--- src/rtl/unity_rs_encoder_if.sv ---
// Stream interface for the RS(N+2,N) encoder: one input symbol stream and one codeword output stream.
// The encoder takes the slave view; the producer/consumer side takes the master view.
interface unity_rs_encoder_if;
    logic       s_valid;
    logic       s_ready;
    logic [7:0] s_data;
    logic       m_valid;
    logic       m_ready;
    logic [7:0] m_data;
    logic       m_last;

    modport master (
        output s_valid, s_data, m_ready,
        input  s_ready, m_valid, m_data, m_last
    );

    modport slave (
        input  s_valid, s_data, m_ready,
        output s_ready, m_valid, m_data, m_last
    );
endinterface

--- src/rtl/unity_rs_encoder.sv ---
// Systematic GF(2^8) Reed-Solomon encoder, g(x) = (x+1)(x+alpha): passes N_DATA data symbols
// through a single output register, then appends the two LFSR parity symbols.
module unity_rs_encoder #(
    parameter int unsigned N_DATA = 32,
    parameter int unsigned SYM_W  = 8
) (
    input  logic              clk,
    input  logic              rst_n,
    unity_rs_encoder_if.slave bus,
    output logic              busy
);

    localparam int unsigned    CNT_W    = (N_DATA > 1) ? $clog2(N_DATA) : 1;
    localparam logic [SYM_W-1:0] POLY_LOW = SYM_W'('h5F);

    typedef enum logic [1:0] {
        S_IDLE,
        S_DATA,
        S_PAR1,
        S_PAR0
    } state_t;

    // Multiply by alpha: shift, fold x^8 back in as 0x5F.
    function automatic logic [SYM_W-1:0] gf_mul2(input logic [SYM_W-1:0] a);
        return {a[SYM_W-2:0], 1'b0} ^ ({SYM_W{a[SYM_W-1]}} & POLY_LOW);
    endfunction

    function automatic logic [SYM_W-1:0] gf_mul3(input logic [SYM_W-1:0] a);
        return gf_mul2(a) ^ a;
    endfunction

    state_t             r_state;
    logic [CNT_W-1:0]   r_cnt;
    logic [SYM_W-1:0]   r_r1;
    logic [SYM_W-1:0]   r_r0;
    logic               r_m_valid;
    logic               r_m_last;
    logic [SYM_W-1:0]   r_m_data;
    logic               r_busy;

    logic               w_out_free;
    logic               w_in_xfer;
    logic               w_cnt_last;
    logic [SYM_W-1:0]   w_r1_base;
    logic [SYM_W-1:0]   w_r0_base;
    logic [SYM_W-1:0]   w_fb;
    logic [SYM_W-1:0]   w_r1_next;
    logic [SYM_W-1:0]   w_r0_next;

    assign w_out_free  = !r_m_valid || bus.m_ready;
    assign bus.s_ready = rst_n && ((r_state == S_IDLE) || (r_state == S_DATA)) && w_out_free;
    assign w_in_xfer   = bus.s_valid && bus.s_ready;
    assign w_cnt_last  = (r_cnt == CNT_W'(N_DATA - 1));

    // The first symbol of a codeword sees a cleared LFSR regardless of leftover parity.
    assign w_r1_base = (r_state == S_IDLE) ? '0 : r_r1;
    assign w_r0_base = (r_state == S_IDLE) ? '0 : r_r0;
    assign w_fb      = bus.s_data ^ w_r1_base;
    assign w_r1_next = w_r0_base ^ gf_mul3(w_fb);
    assign w_r0_next = gf_mul2(w_fb);

    assign bus.m_valid = r_m_valid;
    assign bus.m_data  = r_m_data;
    assign bus.m_last  = r_m_last;
    assign busy        = r_busy;

    always_ff @(posedge clk) begin
        if (!rst_n) begin
            r_state   <= S_IDLE;
            r_cnt     <= '0;
            r_r1      <= '0;
            r_r0      <= '0;
            r_m_valid <= 1'b0;
            r_m_last  <= 1'b0;
            r_m_data  <= '0;
            r_busy    <= 1'b0;
        end else if (w_in_xfer) begin
            r_r1      <= w_r1_next;
            r_r0      <= w_r0_next;
            r_m_data  <= bus.s_data;
            r_m_valid <= 1'b1;
            r_m_last  <= 1'b0;
            r_busy    <= 1'b1;
            if (w_cnt_last) begin
                r_state <= S_PAR1;
                r_cnt   <= '0;
            end else begin
                r_state <= S_DATA;
                r_cnt   <= r_cnt + CNT_W'(1);
            end
        end else if (w_out_free) begin
            unique case (r_state)
                S_PAR1: begin
                    r_m_data  <= r_r1;
                    r_m_valid <= 1'b1;
                    r_m_last  <= 1'b0;
                    r_state   <= S_PAR0;
                end
                S_PAR0: begin
                    r_m_data  <= r_r0;
                    r_m_valid <= 1'b1;
                    r_m_last  <= 1'b1;
                    r_state   <= S_IDLE;
                    r_busy    <= 1'b0;
                end
                default: begin
                    r_m_valid <= 1'b0;
                    r_m_last  <= 1'b0;
                end
            endcase
        end
    end

endmodule

--- src/flat_wrapper.sv ---
// flat-port wrapper written by rule: the top's interface ports become plain ports
module unity_rs_encoder_flat 
#(
    parameter int unsigned N_DATA = 32,
    parameter int unsigned SYM_W  = 8
)
  (clk, rst_n, busy, bus_s_valid, bus_s_data, bus_m_ready, bus_s_ready, bus_m_valid, bus_m_data, bus_m_last);
  unity_rs_encoder_if bus_i ();
  input  logic clk;
  input  logic rst_n;
  output logic busy;
  input wire logic [$bits(bus_i.s_valid)-1:0] bus_s_valid;
  input wire logic [$bits(bus_i.s_data)-1:0] bus_s_data;
  input wire logic [$bits(bus_i.m_ready)-1:0] bus_m_ready;
  output wire logic [$bits(bus_i.s_ready)-1:0] bus_s_ready;
  output wire logic [$bits(bus_i.m_valid)-1:0] bus_m_valid;
  output wire logic [$bits(bus_i.m_data)-1:0] bus_m_data;
  output wire logic [$bits(bus_i.m_last)-1:0] bus_m_last;
  assign bus_i.s_valid = bus_s_valid;
  assign bus_i.s_data = bus_s_data;
  assign bus_i.m_ready = bus_m_ready;
  assign bus_s_ready = bus_i.s_ready;
  assign bus_m_valid = bus_i.m_valid;
  assign bus_m_data = bus_i.m_data;
  assign bus_m_last = bus_i.m_last;
  unity_rs_encoder #(.N_DATA(N_DATA), .SYM_W(SYM_W)) u_core (.clk(clk), .rst_n(rst_n), .bus(bus_i), .busy(busy));
endmodule
--- config.mk ---
export PLATFORM = sky130hd
export DESIGN_NAME = unity_rs_encoder_flat
export DESIGN_NICKNAME = d
export VERILOG_FILES = /design/src/rtl/unity_rs_encoder_if.sv /design/src/rtl/unity_rs_encoder.sv /design/src/flat_wrapper.sv
export SDC_FILE = /design/constraint.sdc
export NUM_CORES = 1
export LEC_CHECK = 0
export BUFFER_PORTS_ARGS = -buffer_cell sky130_fd_sc_hd__buf_2
export CORE_UTILIZATION = 52
export CTS_CLUSTER_DIAMETER = 150
export DETAILED_ROUTE_END_ITERATION = 10
export GPL_TIMING_DRIVEN = 0
export PLACE_DENSITY = 0.75
export RECOVER_POWER = 25
export REMOVE_ABC_BUFFERS = 1
export SYNTH_ARGS = -nofsm -noshare
export SYNTH_HDL_FRONTEND = slang
export SYNTH_SLANG_ARGS = --single-unit
--- constraint.sdc ---
create_clock -name clk -period 1.6 [get_ports clk]
set_input_delay 0.16 -clock clk [delete_from_list [all_inputs] [get_ports clk]]
set_output_delay 0.16 -clock clk [all_outputs]
set_load 0.01 [all_outputs]
==> results <==
- The run finished with clean final reports.
- For the worst setup path, the data arrival time is 1790 ps.
- Headroom to the max-slew limit came out at 0.5283.
- The total number of H-tree levels is 2.
- In the routed design, unresolved DRC markers number 0.
- The most used routing layer in global routing is met2.
- Once detailed placement completed, the half-perimeter wirelength came to 2.992 mm.
- The remaining antenna violation count after routing is 0.
- The largest incremental delay on the critical path is 510 ps.
- The cell seen most often among critical-path stages is sky130_fd_sc_hd__ha_4.
- The cell with the largest stage delay on the worst path is sky130_fd_sc_hd__or4b_4.
- After floorplanning, the core was divided into 22 placement rows.
- For the pin with the worst max-slew slack, the measured transition is 706.8 ps.
- The share of flip-flops with an asynchronous set or reset is 0.
- For this configuration, the core starts out at a cell density of 0.5529.
- Clock-pin slew was measured on the worst setup and hold paths at 70 ps.
- The first global-routing pass estimated just under 8 mm of wire.
- In the synthesized netlist the dominant register cell turns out to be sky130_fd_sc_hd__dfxtp_1.
- The pre-CTS setup slack is -666.5 ps.
- The Yosys step of the flow raised 0 warnings.
- The global routing usage on met3 is 0.04754.
- The all-layer global routing usage is 0.2460.
- Walking the worst path, the cells encountered are ha_4 -> and3_4 -> ha_4 -> or4b_4 -> a21oi_2.
- The area growth from synthesis to layout is 16.44%.
- By startpoint and endpoint, the worst setup path is classified as register to register.
- The cell count after synthesis is 255.
- The clock root buffer is sky130_fd_sc_hd__clkbuf_8.
- Across the run, the number of max-cap violations was 0.
- The overall via count from detail_route is roughly 1.9k.
- The count of state elements after synthesis is 34.
- Power spread over the standard cell area amounts to 861.6 nW/um^2.
- The peak fanout along the critical path is 5.
- The routability congestion estimate is 0.7535.
- The die area is 4206 sq um.
- Counting every sink on the clock net gives 34.
- The total of endpoints with negative setup slack in the final report is 0.
- The worst-case IR drop observed on VDD is 0.6695 mV.
- Pin placement for this block handled 24 I/O pins.
- The count of buffers from port buffering is 23.
- The total wire length is 4.847 mm.
- Counting the fill cells in the layout gives 328.
- The count of unique library cells instantiated by Yosys is 42.
- The number of nets in the layout is 290.
- The class of the tightest hold or removal check is primary input to register.
- The source-to-sink clock delay at the later pin of the worst-skew pair is 300 ps.
- The average wire per cell in the routed design is 14.91 microns.
- The placed instances occupy a cell area of 2122 sq um.
- The first TritonRoute pass finished after 4 iterations.
- The area used by sequential logic in the layout is 694.4 sq um.
- The longest clock path from root to sink contains 2 buffers.
- In this run, CTS created clock tree buffers numbering 5.
- The fraction of the yosys area taken by sequential cells is 0.3313.
- For this run the aggregate overflow at the end of global routing stands at 0.
- In this run, synthesis inferred 0 flip-flops with an integrated enable.
- For this run, global-route usage on met1 was measured as 0.3072.
- The number of pins with negative max-slew slack in the final report is 0.
- The total non-filler cell area in the finished layout is approximately 2400 sq um.
- STA classifies the critical path endpoint as a register.
- STA classifies the critical path startpoint as a register.
- The cell area after technology mapping is just over 2000 sq um.
- In the final layout, the share of cells above drive strength 1 is 0.1913.
- For this run, global-route usage on met2 was measured as 0.4063.
- Using the TritonRoute via totals, the vias-per-cell ratio works out to 5.837.
- The minimum clock period is 1559 ps.
- TritonCTS built the clock tree.
- Hold is met by 220.8 ps.
- The floorplan step set the die height to 64.86 microns.
- The final number of hold-violating endpoints is 0.
- Between clock sinks in the finished design, the worst skew comes to 8.946 ps.
- The leakage power total is between 0.9 and 1 nW.
- The least setup slack across all paths after layout is 41.44 ps.
- The ratio of final minimum period to clock period is 0.9741.
- The number of global-route vias before repair was between 1.5k and 2k.
- The multi-input combinational cells in the finished layout cover a total of 1341 sq um.
- The average instance in the mapped netlist occupies 8.057 sq um.
- In this run the standard cell core region covers between 3000 and 4000 sq um.
- At the worst endpoint, the required time is 1830 ps.
- The accumulated negative setup slack is 0 ps.
- The maximum number of pins on one net before global-route repair is 24.
- For this block, the initial DRC count from the detailed router was 128.
- The x dimension of the die is 64.86 microns.
- Derived from the worst setup path, the maximum achievable clock frequency is approximately 640 MHz.
- The number of antenna violations at the first check in global routing is 0.
- The number of antenna diodes is 0.
-- worst max-delay path: cells and delay by family (launching register included) --
family	cells	cell delay (ps)
AO/OA/AOI/OAI	1	120
adder cells (fa/ha/maj)	2	320
flip-flops	1	360
AND/OR/NAND/NOR	2	690
-- per-stage QoR --
| step | util | std cells | total power [mW] |
|---|---|---|---|
| 2_1_floorplan | - | 235 | 1.249 |
| 3_3_place_gp | 0.5710 | 306 | 1.359 |
| 3_5_place_dp | 0.5710 | 306 | 1.371 |
| 4_1_cts | 0.6152 | 315 | 2.049 |
| 5_1_grt | 0.6438 | 325 | 2.176 |
| 6_report | 0.6438 | 325 | 2.061 |
-- kinds of logic (layout without fill, tap and decap cells) --
family                   Yosys count  count (layout)  share of synthesized area
AND/OR/NAND/NOR                   81              81                     0.2101
XOR/XNOR                          24              24                     0.1090
flip-flops                        34              34                     0.3313
buffers and inverters             22              44                    0.05602
AO/OA/AOI/OAI                     84              84                     0.2418
adder cells (fa/ha/maj)            2               2                    0.01218
multiplexers                       8               8                    0.03959
-- report_power, final --
part	total, mW	leakage [nW]	switching (mW)	internal, mW
Clock	0.673	0.0482	0.326	0.347
Sequential	0.967	0.283	0.0650	0.902
Combinational	0.421	0.589	0.233	0.188
-- synthesized netlist by cell type (2+ instances only) --
cell type | number | share of area
sky130_fd_sc_hd__a211oi_1 | 10 | 0.037
sky130_fd_sc_hd__a21oi_1 | 29 | 0.071
sky130_fd_sc_hd__a31oi_1 | 4 | 0.012
sky130_fd_sc_hd__and2_1 | 2 | 0.0061
sky130_fd_sc_hd__and3_1 | 5 | 0.015
sky130_fd_sc_hd__buf_2 | 8 | 0.019
sky130_fd_sc_hd__buf_4 | 2 | 0.0073
sky130_fd_sc_hd__buf_6 | 2 | 0.011
sky130_fd_sc_hd__clkbuf_1 | 7 | 0.013
sky130_fd_sc_hd__dfxtp_1 | 34 | 0.33
sky130_fd_sc_hd__ha_1 | 2 | 0.012
sky130_fd_sc_hd__mux2i_1 | 7 | 0.034
sky130_fd_sc_hd__nand2_1 | 25 | 0.046
sky130_fd_sc_hd__nand2b_1 | 2 | 0.0061
sky130_fd_sc_hd__nand3_1 | 10 | 0.024
sky130_fd_sc_hd__nand3b_1 | 3 | 0.011
sky130_fd_sc_hd__nor2_1 | 10 | 0.018
sky130_fd_sc_hd__nor2b_1 | 2 | 0.0061
sky130_fd_sc_hd__nor3_1 | 3 | 0.0073
sky130_fd_sc_hd__o211a_1 | 5 | 0.024
sky130_fd_sc_hd__o21ai_0 | 27 | 0.066
sky130_fd_sc_hd__o31ai_1 | 5 | 0.018
sky130_fd_sc_hd__or3_1 | 11 | 0.033
sky130_fd_sc_hd__xnor2_1 | 7 | 0.030
sky130_fd_sc_hd__xor2_1 | 16 | 0.068
-- flip-flops by register name, summed over array words and instances, names as in the netlist --
| register | flops |
|---|---|
| u_core.busy | 1 |
| u_core.bus.m_last | 1 |
| u_core.r_state | 2 |
| u_core.bus.m_data | 8 |
| u_core.r_r0 | 8 |
| u_core.bus.m_valid | 1 |
| u_core.r_cnt | 5 |
| u_core.r_r1 | 8 |
-- path summary, 6_finish.rpt --
check                                       from                             end  slack (ps)  cells after the start
hold reg to reg   u_core.bus.m_last$_SDFFE_PP0N_  u_core.bus.m_last$_SDFFE_PP0N_         460                      2
setup reg to reg    u_core.r_cnt[1]$_SDFFE_PN0P_    u_core.r_cnt[2]$_SDFFE_PN0P_          40                      5
setup / recovery    u_core.r_cnt[1]$_SDFFE_PN0P_    u_core.r_cnt[2]$_SDFFE_PN0P_          40                      5
hold / removal                       bus_m_ready  u_core.bus.m_last$_SDFFE_PP0N_         220                      4
-- cells in the final DEF, fill, tap and decap left out, drive strengths merged --
| cell | synthesis | final |
|---|---|---|
| o21a | 1 | 1 |
| nor2 | 10 | 10 |
| xnor2 | 7 | 7 |
| or3 | 12 | 12 |
| ha | 2 | 2 |
| nand2 | 25 | 25 |
| a31oi | 4 | 4 |
| and2 | 2 | 2 |
| o31ai | 5 | 5 |
| clkinv | 0 | 1 |
| mux2 | 1 | 1 |
| nand2b | 2 | 2 |
| inv | 2 | 2 |
| xor2 | 16 | 16 |
| nand3 | 10 | 10 |
| xnor3 | 1 | 1 |
| o211a | 5 | 5 |
| or4 | 1 | 1 |
| buf | 13 | 24 |
| a211oi | 10 | 10 |
| mux2i | 7 | 7 |
| o21ai | 28 | 28 |
| nor2b | 3 | 3 |
| o21bai | 1 | 1 |
| nor3 | 4 | 4 |
| nand3b | 3 | 3 |
| dfxtp | 34 | 34 |
| or2 | 1 | 1 |
| a21oi | 29 | 29 |
| clkbuf | 7 | 17 |
| or4b | 1 | 1 |
| nor3b | 1 | 1 |
| nand4b | 1 | 1 |
| a2bb2oi | 1 | 1 |
| and3 | 5 | 5 |
-- layout make-up --
type | count | share of cell area
inverter | 2 | 0.003138
tap | 48 | 0.02510
sequential | 34 | 0.2903
timing repair buffer | 34 | 0.08264
clock inverter | 1 | 0.002092
multi-input combinational | 199 | 0.5607
clock buffer | 7 | 0.03609
-- layer usage --
layer  part of all wire  vias up  wire [microns]
met3              0.026        5             124
met4              0.015        0              74
li1                   -      964               -
met5                  0        -               0
met1               0.47      905            2289
met2               0.49       23            2359
-- repair_timing --
item | CTS | global route
cloned | 0 | 0
gates resized for setup | 19 | 7
pin swaps | 1 | 7
hold buffers | 0 | 0
buffers inserted | 1 | 10
endpoints found under the setup margin | 30 | 17
No activity file was read; power rests on OpenSTA's default activity.
